`config.mk`:
```
export PLATFORM = sky130hd
export DESIGN_NAME = press_capture_buffer
export DESIGN_NICKNAME = d
export VERILOG_FILES = /design/src/rtl/press_capture_pkg.sv /design/src/rtl/press_capture_buffer_btn_debounce.sv /design/src/rtl/press_capture_buffer.sv
export SDC_FILE = /design/constraint.sdc
export NUM_CORES = 1
export LEC_CHECK = 0
export CAP_MARGIN = 20
export CORE_MARGIN = 3
export CORE_UTILIZATION = 48
export CTS_BUF_LIST = sky130_fd_sc_hd__clkbuf_16
export CTS_CLUSTER_SIZE = 16
export DETAILED_ROUTE_END_ITERATION = 12
export PLACE_DENSITY = 0.74
export REMOVE_ABC_BUFFERS = 1
export SLEW_MARGIN = 20
export SYNTH_ARGS = -nofsm -noshare
export SYNTH_HDL_FRONTEND = slang
export SYNTH_HIERARCHICAL = 1
export SYNTH_SLANG_ARGS = --single-unit
```
`constraint.sdc`:
```
create_clock -name clk -period 2.55 [get_ports clk]
set_clock_uncertainty 0.1 [all_clocks]
set_input_delay 0.255 -clock clk [delete_from_list [all_inputs] [get_ports clk]]
set_output_delay 0.255 -clock clk [all_outputs]
set_load 0.1 [all_outputs]
```
`src/rtl/press_capture_pkg.sv`:
```
`default_nettype none
// ------------------------------------------------------------------
// press_capture_pkg - SEQ mode constants and FIFO count sizing
// rev 1.0
// ------------------------------------------------------------------
package press_capture_pkg;

  localparam int MODE_PULSE = 0;
  localparam int MODE_HOLD  = 1;

  // COUNT must be able to represent DEPTH itself, hence the extra bit.
  function automatic int count_width(input int depth);
    return $clog2(depth) + 1;
  endfunction

endpackage
`default_nettype wire

```
`src/rtl/press_capture_buffer_btn_debounce.sv`:
```
`default_nettype none
// ------------------------------------------------------------------
// btn_debounce - 2-flop synchroniser plus stable-run debouncer
// rev 1.0
// ------------------------------------------------------------------
module btn_debounce #(
  parameter int DEBOUNCE_CYC = 16
) (
  input  logic clk,
  input  logic rst_n,
  input  logic btn,
  output logic level,
  output logic rise
);

  localparam int CW = (DEBOUNCE_CYC > 1) ? $clog2(DEBOUNCE_CYC) : 1;
  localparam logic [CW-1:0] C_LAST = CW'(DEBOUNCE_CYC - 1);
  localparam logic [CW-1:0] C_ONE  = CW'(1);

  logic          meta_q, meta_d;
  logic          sync_q, sync_d;
  logic          level_q, level_d;
  logic [CW-1:0] cnt_q, cnt_d;

  // rise is combinational so the capture lands on the same edge as the flip.
  always_comb begin
    meta_d  = btn;
    sync_d  = meta_q;
    level_d = level_q;
    cnt_d   = '0;
    rise    = 1'b0;
    if (sync_q != level_q) begin
      if (cnt_q == C_LAST) begin
        level_d = sync_q;
        rise    = sync_q;
      end else begin
        cnt_d = cnt_q + C_ONE;
      end
    end
  end

  always_ff @(posedge clk or negedge rst_n) begin
    if (!rst_n) begin
      meta_q  <= 1'b0;
      sync_q  <= 1'b0;
      level_q <= 1'b0;
      cnt_q   <= '0;
    end else begin
      meta_q  <= meta_d;
      sync_q  <= sync_d;
      level_q <= level_d;
      cnt_q   <= cnt_d;
    end
  end

  assign level = level_q;

endmodule
`default_nettype wire

```
`src/rtl/press_capture_buffer.sv`:
```
`default_nettype none
// ------------------------------------------------------------------
// press_capture_buffer - debounced LED snapshot with history FIFO
// rev 1.0
// ------------------------------------------------------------------
module press_capture_buffer
  import press_capture_pkg::*;
#(
  parameter int WIDTH        = 8,
  parameter int DEPTH        = 4,
  parameter int DEBOUNCE_CYC = 16,
  parameter int HOLD_MODE    = MODE_PULSE
) (
  input  logic                          clk,
  input  logic                          rst_n,
  input  logic                          btn,
  input  logic [WIDTH-1:0]              leds,
  input  logic                          clr,
  input  logic                          rd_en,
  output logic [WIDTH-1:0]              seq,
  output logic                          cap_vld,
  output logic [WIDTH-1:0]              rd_data,
  output logic                          empty,
  output logic                          full,
  output logic [count_width(DEPTH)-1:0] count,
  output logic                          ovf
);

  localparam int CW = count_width(DEPTH);
  localparam int PW = $clog2(DEPTH);
  localparam logic [CW-1:0] C_DEPTH   = CW'(DEPTH);
  localparam logic [CW-1:0] C_ONE     = CW'(1);
  localparam logic [PW-1:0] C_PTR_ONE = PW'(1);

  logic             rise;
  logic             btn_level_unused;
  logic             cap, push, pop;
  logic [WIDTH-1:0] seq_q, seq_d;
  logic             cap_vld_q, cap_vld_d;
  logic             ovf_q, ovf_d;
  logic [PW-1:0]    wr_ptr_q, wr_ptr_d;
  logic [PW-1:0]    rd_ptr_q, rd_ptr_d;
  logic [CW-1:0]    count_q, count_d;
  logic [WIDTH-1:0] mem_q [DEPTH];

  btn_debounce #(
    .DEBOUNCE_CYC (DEBOUNCE_CYC)
  ) u_debounce (
    .clk   (clk),
    .rst_n (rst_n),
    .btn   (btn),
    .level (btn_level_unused),
    .rise  (rise)
  );

  assign empty = (count_q == '0);
  assign full  = (count_q == C_DEPTH);

  // A pop on the capture cycle frees the slot, so a FULL buffer still accepts.
  always_comb begin
    cap       = rise & ~clr;
    pop       = rd_en & ~empty;
    push      = cap & (~full | pop);
    cap_vld_d = cap;
    seq_d     = (HOLD_MODE == MODE_HOLD) ? seq_q : '0;
    if (clr) begin
      seq_d = '0;
    end else if (cap) begin
      seq_d = leds;
    end
    ovf_d    = ovf_q;
    wr_ptr_d = wr_ptr_q;
    rd_ptr_d = rd_ptr_q;
    count_d  = count_q;
    if (clr) begin
      ovf_d    = 1'b0;
      wr_ptr_d = '0;
      rd_ptr_d = '0;
      count_d  = '0;
    end else begin
      if (cap & full & ~pop) begin
        ovf_d = 1'b1;
      end
      if (push) begin
        wr_ptr_d = wr_ptr_q + C_PTR_ONE;
      end
      if (pop) begin
        rd_ptr_d = rd_ptr_q + C_PTR_ONE;
      end
      if (push & ~pop) begin
        count_d = count_q + C_ONE;
      end else if (pop & ~push) begin
        count_d = count_q - C_ONE;
      end
    end
  end

  always_ff @(posedge clk or negedge rst_n) begin
    if (!rst_n) begin
      seq_q     <= '0;
      cap_vld_q <= 1'b0;
      ovf_q     <= 1'b0;
      wr_ptr_q  <= '0;
      rd_ptr_q  <= '0;
      count_q   <= '0;
    end else begin
      seq_q     <= seq_d;
      cap_vld_q <= cap_vld_d;
      ovf_q     <= ovf_d;
      wr_ptr_q  <= wr_ptr_d;
      rd_ptr_q  <= rd_ptr_d;
      count_q   <= count_d;
    end
  end

  // Storage needs no reset: entries are only visible while counted.
  always_ff @(posedge clk) begin
    if (push) begin
      mem_q[wr_ptr_q] <= leds;
    end
  end

  assign rd_data = empty ? '0 : mem_q[rd_ptr_q];
  assign seq     = seq_q;
  assign cap_vld = cap_vld_q;
  assign count   = count_q;
  assign ovf     = ovf_q;

endmodule
`default_nettype wire

```
==> results.toml, run 1 <==
[power]
ir_worst_vdd_v = 0.000405
p_comb_frac = 0.199
p_seq_frac = 0.485
finalPower_mw = 2.04
power_switching_uw = 560
pwr-share-clk = 0.316
p_sw_frac = 0.275
leakage_nw = 1.22
powerDensity_mw_per_mm2 = 660
internal_power_mw = 1.48

[placed_design]
place_area_sq_mm = 0.00294
numPortBuffers = 35
post-place-ws_ns = 0.0661
routabilityCongestion = 0.742
hpwl_microns = 3070

[cts]
clk_pin_slew_ns = 0.07
cts_tree = "yes"
clk_latency_ns = 0.29
cts_buffers = 5
cts_buffer_depth = 2
postCtsHoldBufs = 0
htreeDepth = 2
ctsRootBufferMaster = "clkbuf_16"
clock_sinks = 56

[logic_synthesis]
syn_inst = 161
ys.flop_type = "edfxtp_1"
synthArstFlopShare = 0.429
synth-seq-cells = 56
ys_types = 41
synth_edf_count = 32
yosys_warnings = 6
synth_area_leaders = "edfxtp_1, dfrtp_1, mux4_2, and2_1, ha_1"
synth-seq-area-share = 0.647
syn_avg_cell_area_sq_um = 15.0
synth_top_area_frac = 0.398
yosysTopAreaCell = "edfxtp_1"
netlist_area_sq_mm = 0.00241

[worst_setup_path]
critical_path.slowest_cell = "fa_1"
cp.required_ns = 2.64
crit_type = "reg -> reg"
worstPathCellList = "ha_2, nand3_2, nor3b_2, nand2b_1, inv_1, and3_1, fa_1, nor2_2, a21oi_1, o32ai_1"
worstPathArrival_ns = 2.41
crit_fanout = 4
startpoint_type = "register"
crit_buf_inv = 1
slowest_delay_ns = 0.42
r2r_cells = 10
timing.rr.start = "u_debounce/cnt_q[0]"
crit_path_end_kind = "register"
r2r_end = "count[1]"
crit_start = "u_debounce/cnt_q[0]"
path_delay_family = "simple AND/OR/NAND/NOR gates"
r2r_slack_ns = 0.23

[route]
drt-pass1-iter-count = 4
drtIter0Drc = 79
vias = 1457
routedWlPerCell_microns = 16.2
totalWireLength_microns = 4450
drc = 0
drtAntennaViolNets = 0
viasPerCell = 5.32

[timing]
finalSetupTns_ns = 0
finalSetupViolCount = 0
min_period_ns = 2.32
slew_headroom = 0.628
fmax_mhz = 431
setup_slack_ns = 0.228
fin_crit_sh = 0.911
slew_viol_final = 0
hold_violations = 0
rsz0062_at_grt = "false"
worstMarginPinSlew_ns = 0.558

[grt]
grt_start_max_net_pins = 25
first_global_vias = 1583
grt_pass1_wl_microns = 7530
overflow = 0
grt_usage = 0.164
antenna_found_initial = 0

[final_layout]
ff_latch_area_sq_mm = 0.00156
fillers = 337
num_antenna_cells = 0
mostFrequentLayoutCells = "edfxtp_1, buf_4, dfrtp_1, clkdlybuf4s50_1"
layout-drive-gt1-share = 0.285
syn_to_final_growth_pct = 28.0
multi_input_area_sq_um = 791
postLayoutCellArea_sq_mm = 0.00309
fin_util = 0.646
fin_nets = 225
final_common_cell = "edfxtp_1"

[die]
coreArea_sq_mm = 0.00479
die-area_sq_mm = 0.00592
die_h_microns = 76.9
die_w_microns = 76.9
start_util = 0.504
io_pins = 36
row_count = 25

[outcome]
status = "finished, final reports clean"

[min_path]
worstHoldPathType = "in -> async"

[flow_run]
drv_cap = 0
==> kinds of logic after synthesis <==
family,synth area share
flip-flops,0.647
AND/OR/NAND/NOR,0.126
AO/OA/AOI/OAI,0.0638
buffers and inverters,0.0295
multiplexers,0.0809
adder cells (fa/ha/maj),0.0342
XOR/XNOR,0.0181
==> flip-flops by register name, indices dropped and copies added (netlist names) <==
| signal | flops |
|---|---|
| ovf | 1 |
| count | 3 |
| u_debounce/sync_q | 1 |
| wr_ptr_q | 2 |
| mem_q | 32 |
| u_debounce/meta_q | 1 |
| u_debounce/level | 1 |
| seq | 8 |
| rd_ptr_q | 2 |
| cap_vld | 1 |
| u_debounce/cnt_q | 4 |
==> worst register-to-register path, cell delays in order, from the launching register on <==
cell and delay [ns]:
dfrtp_1 0.40, ha_2 0.23, nand3_2 0.12, nor3b_2 0.21
nand2b_1 0.09, inv_1 0.07, and3_1 0.15, fa_1 0.42
nor2_2 0.12, a21oi_1 0.05, o32ai_1 0.28
==> timing repair <==
item | 4_1_cts | 5_1_grt
resized for setup | 0 | 3
setup endpoints to repair | 0 | 1
buffers inserted | 0 | 0
==> worst max path at each step <==
| stage | end | slack (ns) | depth (start not counted) |
|---|---|---|---|
| finish | count[1] | 0.23 | 10 |
| global route | count[1] | 0.01 | 10 |
| CTS | count[1] | 0.11 | 10 |
| detailed placement | count[1] | 0.07 | 7 |
| global placement | count[1] | 0.13 | 7 |
| floorplan | rd_data[0] | -1.22 | 2 |
==> metrics by stage <==
step	hold slack (ns)	std cells
2_1_floorplan	-0.141	152
3_3_place_gp	0.237	266
3_5_place_dp	0.243	266
4_1_cts	0.239	274
5_1_grt	0.241	274
6_report	0.224	274
==> power groups by stage <==
stage          Combinational, mW  Clock, mW  Sequential, mW
2_1_floorplan              0.215          0            1.04
3_5_place_dp               0.406          0            1.01
4_1_cts                    0.408      0.661           0.990
6_report                   0.406      0.644           0.990
5_1_grt                    0.424      0.705           0.992
3_3_place_gp               0.398          0            1.01
==> per-layer routing <==
metal	GRT usage	part of all wire	up-vias
li1	-	-	682
met1	0.190	0.41	734
met2	0.300	0.53	35
met4	0.0489	0.012	0
met3	0.0387	0.047	6
met5	0	0	-
==> layout make-up <==
type	count	area share
Inverter	5	0.00607
Multi-Input combinational cell	91	0.256
Clock inverter	3	0.00486
Clock buffer	5	0.0405
Timing Repair Buffer	47	0.160
Tap cell	67	0.0271
Sequential cell	56	0.505
==> Yosys cell counts (2+ instances only) <==
master / n
inv_1: 5
a21oi_1: 7
dfrtp_1: 24
nand3_1: 2
ha_1: 5
nor2_1: 7
edfxtp_1: 32
buf_2: 6
xnor2_1: 3
nor3b_1: 2
and2_1: 10
mux4_2: 8
and3_1: 6
xor2_1: 2
a31oi_1: 2
nor2b_1: 10
nand2_1: 2
nand2b_1: 2
o21ai_0: 4
No activity file was read; power rests on OpenSTA's default activity.
==> run 2, diff against run 1 <==
CELL_PAD_IN_SITES_DETAIL_PLACEMENT = 1   (was unset)
CELL_PAD_IN_SITES_GLOBAL_PLACEMENT = 2   (was unset)
CORE_UTILIZATION = 34   (was 48)
CTS_CLUSTER_DIAMETER = 80   (was unset)
==> run 2 against run 1 <==
Against the previous run: core utilization shrank 18 points; setup slack worse by 0.029 ns; cell count grew 12%; cell area grew 2.0%.
==> results.toml, run 2 (same netlist as run 1, synthesis figures left out) <==
[outcome]
status = "finished, final reports clean"

[cts]
clk_pin_slew_ns = 0.07
clk_latency_ns = 0.29
htreeDepth = 2
cts_buffer_depth = 2
cts_buffers = 5
cts_tree = "yes"
ctsRootBufferMaster = "clkbuf_16"
clock_sinks = 56

[grt]
met1_usage = 0.166
grt_pass1_wl_microns = 8740
overflow = 0
grt.met3_usage = 0.0383
grt_usage = 0.138
first_global_vias = 1677
top_usage_layer = "met2"
grt_start_max_net_pins = 25
antenna_found_initial = 0
use_met2 = 0.239

[power]
ir_worst_vdd_v = 0.000249
pwr-share-clk = 0.322
finalPower_mw = 2.07
p_comb_frac = 0.199
p_sw_frac = 0.281
power_switching_uw = 581
powerDensity_mw_per_mm2 = 656
leakage_nw = 1.24
p_seq_frac = 0.479
internal_power_mw = 1.49

[final_layout]
ff_latch_area_sq_mm = 0.00156
final_common_cell = "edfxtp_1"
syn_to_final_growth_pct = 30.6
mostFrequentLayoutCells = "edfxtp_1, buf_4, dfrtp_1, clkdlybuf4s50_1"
top_register = "mem_q"
fillers = 697
fin_nets = 228
largest_reg_flops = 32
layout-drive-gt1-share = 0.295
multi_input_area_sq_um = 788
num_antenna_cells = 0
fin_cells = 306

[timing]
finalSetupViolCount = 0
slew_headroom = 0.611
fmax_mhz = 425
min_period_ns = 2.35
rsz0062_at_grt = "false"
slew_viol_final = 0
fin_crit_sh = 0.922
hold_ws_ns = 0.249
finalSetupTns_ns = 0
worstMarginPinSlew_ns = 0.584
hold_violations = 0

[die]
die-area_sq_mm = 0.00815
start_util = 0.353
die_w_microns = 90.3
coreArea_sq_mm = 0.00683
die_h_microns = 90.3
row_count = 30
io_pins = 36

[worst_setup_path]
crit_fanout = 3
cp.required_ns = 2.64
startpoint_type = "register"
crit_path_end_kind = "register"
crit_type = "reg -> reg"
worstPathArrival_ns = 2.44

[route]
totalWireLength_microns = 5200
drtAntennaViolNets = 0
viasPerCell = 4.90
vias = 1500
drc = 0
drtIter0Drc = 64
drt-pass1-iter-count = 4
routedWlPerCell_microns = 17.0

[placed_design]
placedCellCount = 297
routabilityCongestion = 0.716
numPortBuffers = 35
hpwl_microns = 3550

[flow_run]
drv_cap = 0

[min_path]
worstHoldPathType = "in -> async"
## run 2: cell types whose count changed in the layout (fill, tap and decap cells not counted), sizes merged
cell / before / now
buf: 35 / 38
## run 2: what timing repair did
item                                    in CTS  in global routing
setup buffers                                0                  1
resized for setup                            0                  2
hold buffers                                 0                  0
endpoints found under the setup margin       0                 26
## run 2: critical path: stages (launching register included)
cell and delay, ns:
dfrtp_1 0.39, ha_2 0.23, nand3_2 0.12, nor3b_2 0.20, nand2b_1 0.10, inv_1 0.08, and3_1 0.16, fa_1 0.40
nor2_1 0.14, a21oi_1 0.06, o32ai_1 0.28
## run 2: final timing paths
path | from | end | slack (ns) | cells past startpoint
worst max-delay path | u_debounce/cnt_q[1] | count[1] | 0.20 | 10
worst min-delay path | rst_n | u_debounce/sync_q | 0.25 | 2
worst max register to register | u_debounce/cnt_q[1] | count[1] | 0.20 | 10
worst min register to register | u_debounce/meta_q | u_debounce/sync_q | 0.25 | 0
max in group asynchronous | rst_n | seq[6] | 1.84 | 2
min in group clk | u_debounce/meta_q | u_debounce/sync_q | 0.25 | 0
## run 2: per-stage QoR
step / cell area, sq um / utilization / worst slack [ns]
floorplan: 2360 / - / -1.22
global placement: 2990 / 0.438 / 0.129
detailed placement: 2990 / 0.438 / 0.0733
CTS: 3140 / 0.459 / 0.0451
global route: 3150 / 0.461 / 0.0222
finish: 3150 / 0.461 / 0.199
## run 2: power groups by stage
stage / clock network, mW / logic, mW / registers (mW)
floorplan: 0 / 0.215 / 1.04
global placement: 0 / 0.403 / 1.01
detailed placement: 0 / 0.412 / 1.01
CTS: 0.688 / 0.414 / 0.991
global route: 0.737 / 0.434 / 0.992
finish: 0.666 / 0.412 / 0.989
## run 2: per-layer routing
layer  up-vias  wire length, microns  part of all wire
li1        688                     -                 -
met2        38                  2710              0.52
met3         5                   217             0.042
met5         -                     0                 0
met4         0                    72             0.014
met1       769                  2200              0.42
## run 2: cell type report
class,instances,area share
clock inverter,3,0.00635
inverter,5,0.00595
tap,96,0.0381
multi-input combinational,91,0.250
timing repair buffer,50,0.164
sequential,56,0.495
clock buffer,5,0.0397
==> run 3, diff against run 2 <==
CORE_ASPECT_RATIO = 1.75   (was unset)
==> run 3 against run 2 <==
Against the previous run: fmax up 0.95%; clock power rose by 1%; sequential share of layout area shrank 0.22 points; combinational power about the same; largest cell class unchanged; highest routed layer unchanged.
==> results.toml, run 3 (same netlist as run 1, synthesis figures left out) <==
[outcome]
status = "finished, final reports clean"

[route]
routedWlPerCell_microns = 17.5
totalWireLength_microns = 5210
drt-pass1-iter-count = 5
drtAntennaViolNets = 0
viasPerCell = 5.04
drtIter0Drc = 87
vias = 1498
drc = 0

[cts]
ctsRootBufferMaster = "clkbuf_16"
cts_buffers = 5
clock_sinks = 56
clk_latency_ns = 0.29
htreeDepth = 2
clk_pin_slew_ns = 0.07
cts_tree = "yes"
cts_buffer_depth = 2

[final_layout]
multi_input_area_sq_um = 797
mostFrequentLayoutCells = "edfxtp_1, buf_4, dfrtp_1, clkdlybuf4s50_1"
ff_latch_area_sq_mm = 0.00156
num_antenna_cells = 0
fin_nets = 231
fillers = 687
top_register = "mem_q"
fin_cells = 297
syn_to_final_growth_pct = 31.2
postLayoutCellArea_sq_mm = 0.00317
layout-drive-gt1-share = 0.310
largest_reg_flops = 32

[grt]
grt_pass1_wl_microns = 8780
grt_start_max_net_pins = 25
grt_usage = 0.137
overflow = 0
first_global_vias = 1697
antenna_found_initial = 0

[timing]
fmax_mhz = 429
worstMarginPinSlew_ns = 0.573
finalSetupTns_ns = 0
slew_headroom = 0.618
min_period_ns = 2.33
setup_slack_ns = 0.222
finalSetupViolCount = 0
hold_violations = 0
rsz0062_at_grt = "false"
slew_viol_final = 0
fin_crit_sh = 0.913

[worst_setup_path]
r2r_end = "count[1]"
crit_fanout = 3
timing.rr.start = "u_debounce/cnt_q[0]"
startpoint_type = "register"
crit_start = "u_debounce/cnt_q[0]"
r2r_slack_ns = 0.22
worstPathArrival_ns = 2.42
r2r_cells = 10
crit_type = "reg -> reg"
crit_path_end_kind = "register"
cp.required_ns = 2.64

[placed_design]
placedCellCount = 288
numPortBuffers = 35
hpwl_microns = 3740
place_area_sq_mm = 0.00300
post-place-ws_ns = 0.0504
routabilityCongestion = 0.713

[die]
die_w_microns = 69.7
coreArea_sq_mm = 0.00686
start_util = 0.352
die-area_sq_mm = 0.00819
io_pins = 36
die_h_microns = 117
row_count = 40

[flow_run]
drv_cap = 0

[power]
ir_worst_vdd_v = 0.000325
finalPower_mw = 2.07
leakage_nw = 1.25
powerDensity_mw_per_mm2 = 655

[min_path]
worstHoldPathType = "in -> async"
-- run 3: cell types whose count changed in the layout (fill, tap and decap cells not counted), sizes merged --
cell | previous run | this run
clkinv | 1 | 2
buf | 38 | 41
clkinvlp | 1 | 0
-- run 3: critical path: stages, from the launching register on --
cell and delay [ns]:
dfrtp_1 0.38, ha_2 0.20, nand3_2 0.14, nor3b_4 0.24, nand2b_1 0.09, inv_1 0.07, and3_1 0.16, fa_1 0.43
nor2_2 0.12, a21oi_1 0.05, o32ai_1 0.23
-- run 3: how the worst max path moves through the flow --
stage	end
global placement	count[1]
finish	count[1]
detailed placement	count[1]
global route	count[1]
floorplan	rd_data[0]
CTS	count[1]
-- run 3: what timing repair did --
item                                   CTS  global route
hold buffers                             0             0
gates resized for setup                  0             4
setup endpoints to repair                0             2
endpoints found under the hold margin    0             0
buffers inserted                         0             1
-- run 3: stage by stage --
| step | hold slack [ns] | util |
|---|---|---|
| floorplan | -0.141 | - |
| global placement | 0.236 | 0.437 |
| detailed placement | 0.240 | 0.437 |
| CTS | 0.248 | 0.458 |
| global route | 0.258 | 0.462 |
| finish | 0.231 | 0.462 |
-- run 3: where the power goes --
part | switching (mW) | internal [mW] | leakage, nW
Clock | 0.310 | 0.363 | 0.0716
Sequential | 0.0196 | 0.969 | 0.615
Combinational | 0.258 | 0.155 | 0.568
Total | 0.588 | 1.49 | 1.25
-- run 3: cell type report --
cell class / instances / share of cell area
Tap cell: 84 / 0.0332
Clock buffer: 5 / 0.0395
Inverter: 5 / 0.00593
Timing Repair Buffer: 53 / 0.171
Clock inverter: 3 / 0.00553
Multi-Input combinational cell: 91 / 0.252
Sequential cell: 56 / 0.493
-- run 3: per-layer routing --
metal	part of all wire	wire, microns	up-vias	track usage
met1	0.38	2000	774	0.151
li1	-	-	693	-
met3	0.033	172	5	0.0342
met2	0.57	2970	26	0.252
met5	0	0	-	0
met4	0.012	63	0	0.0504
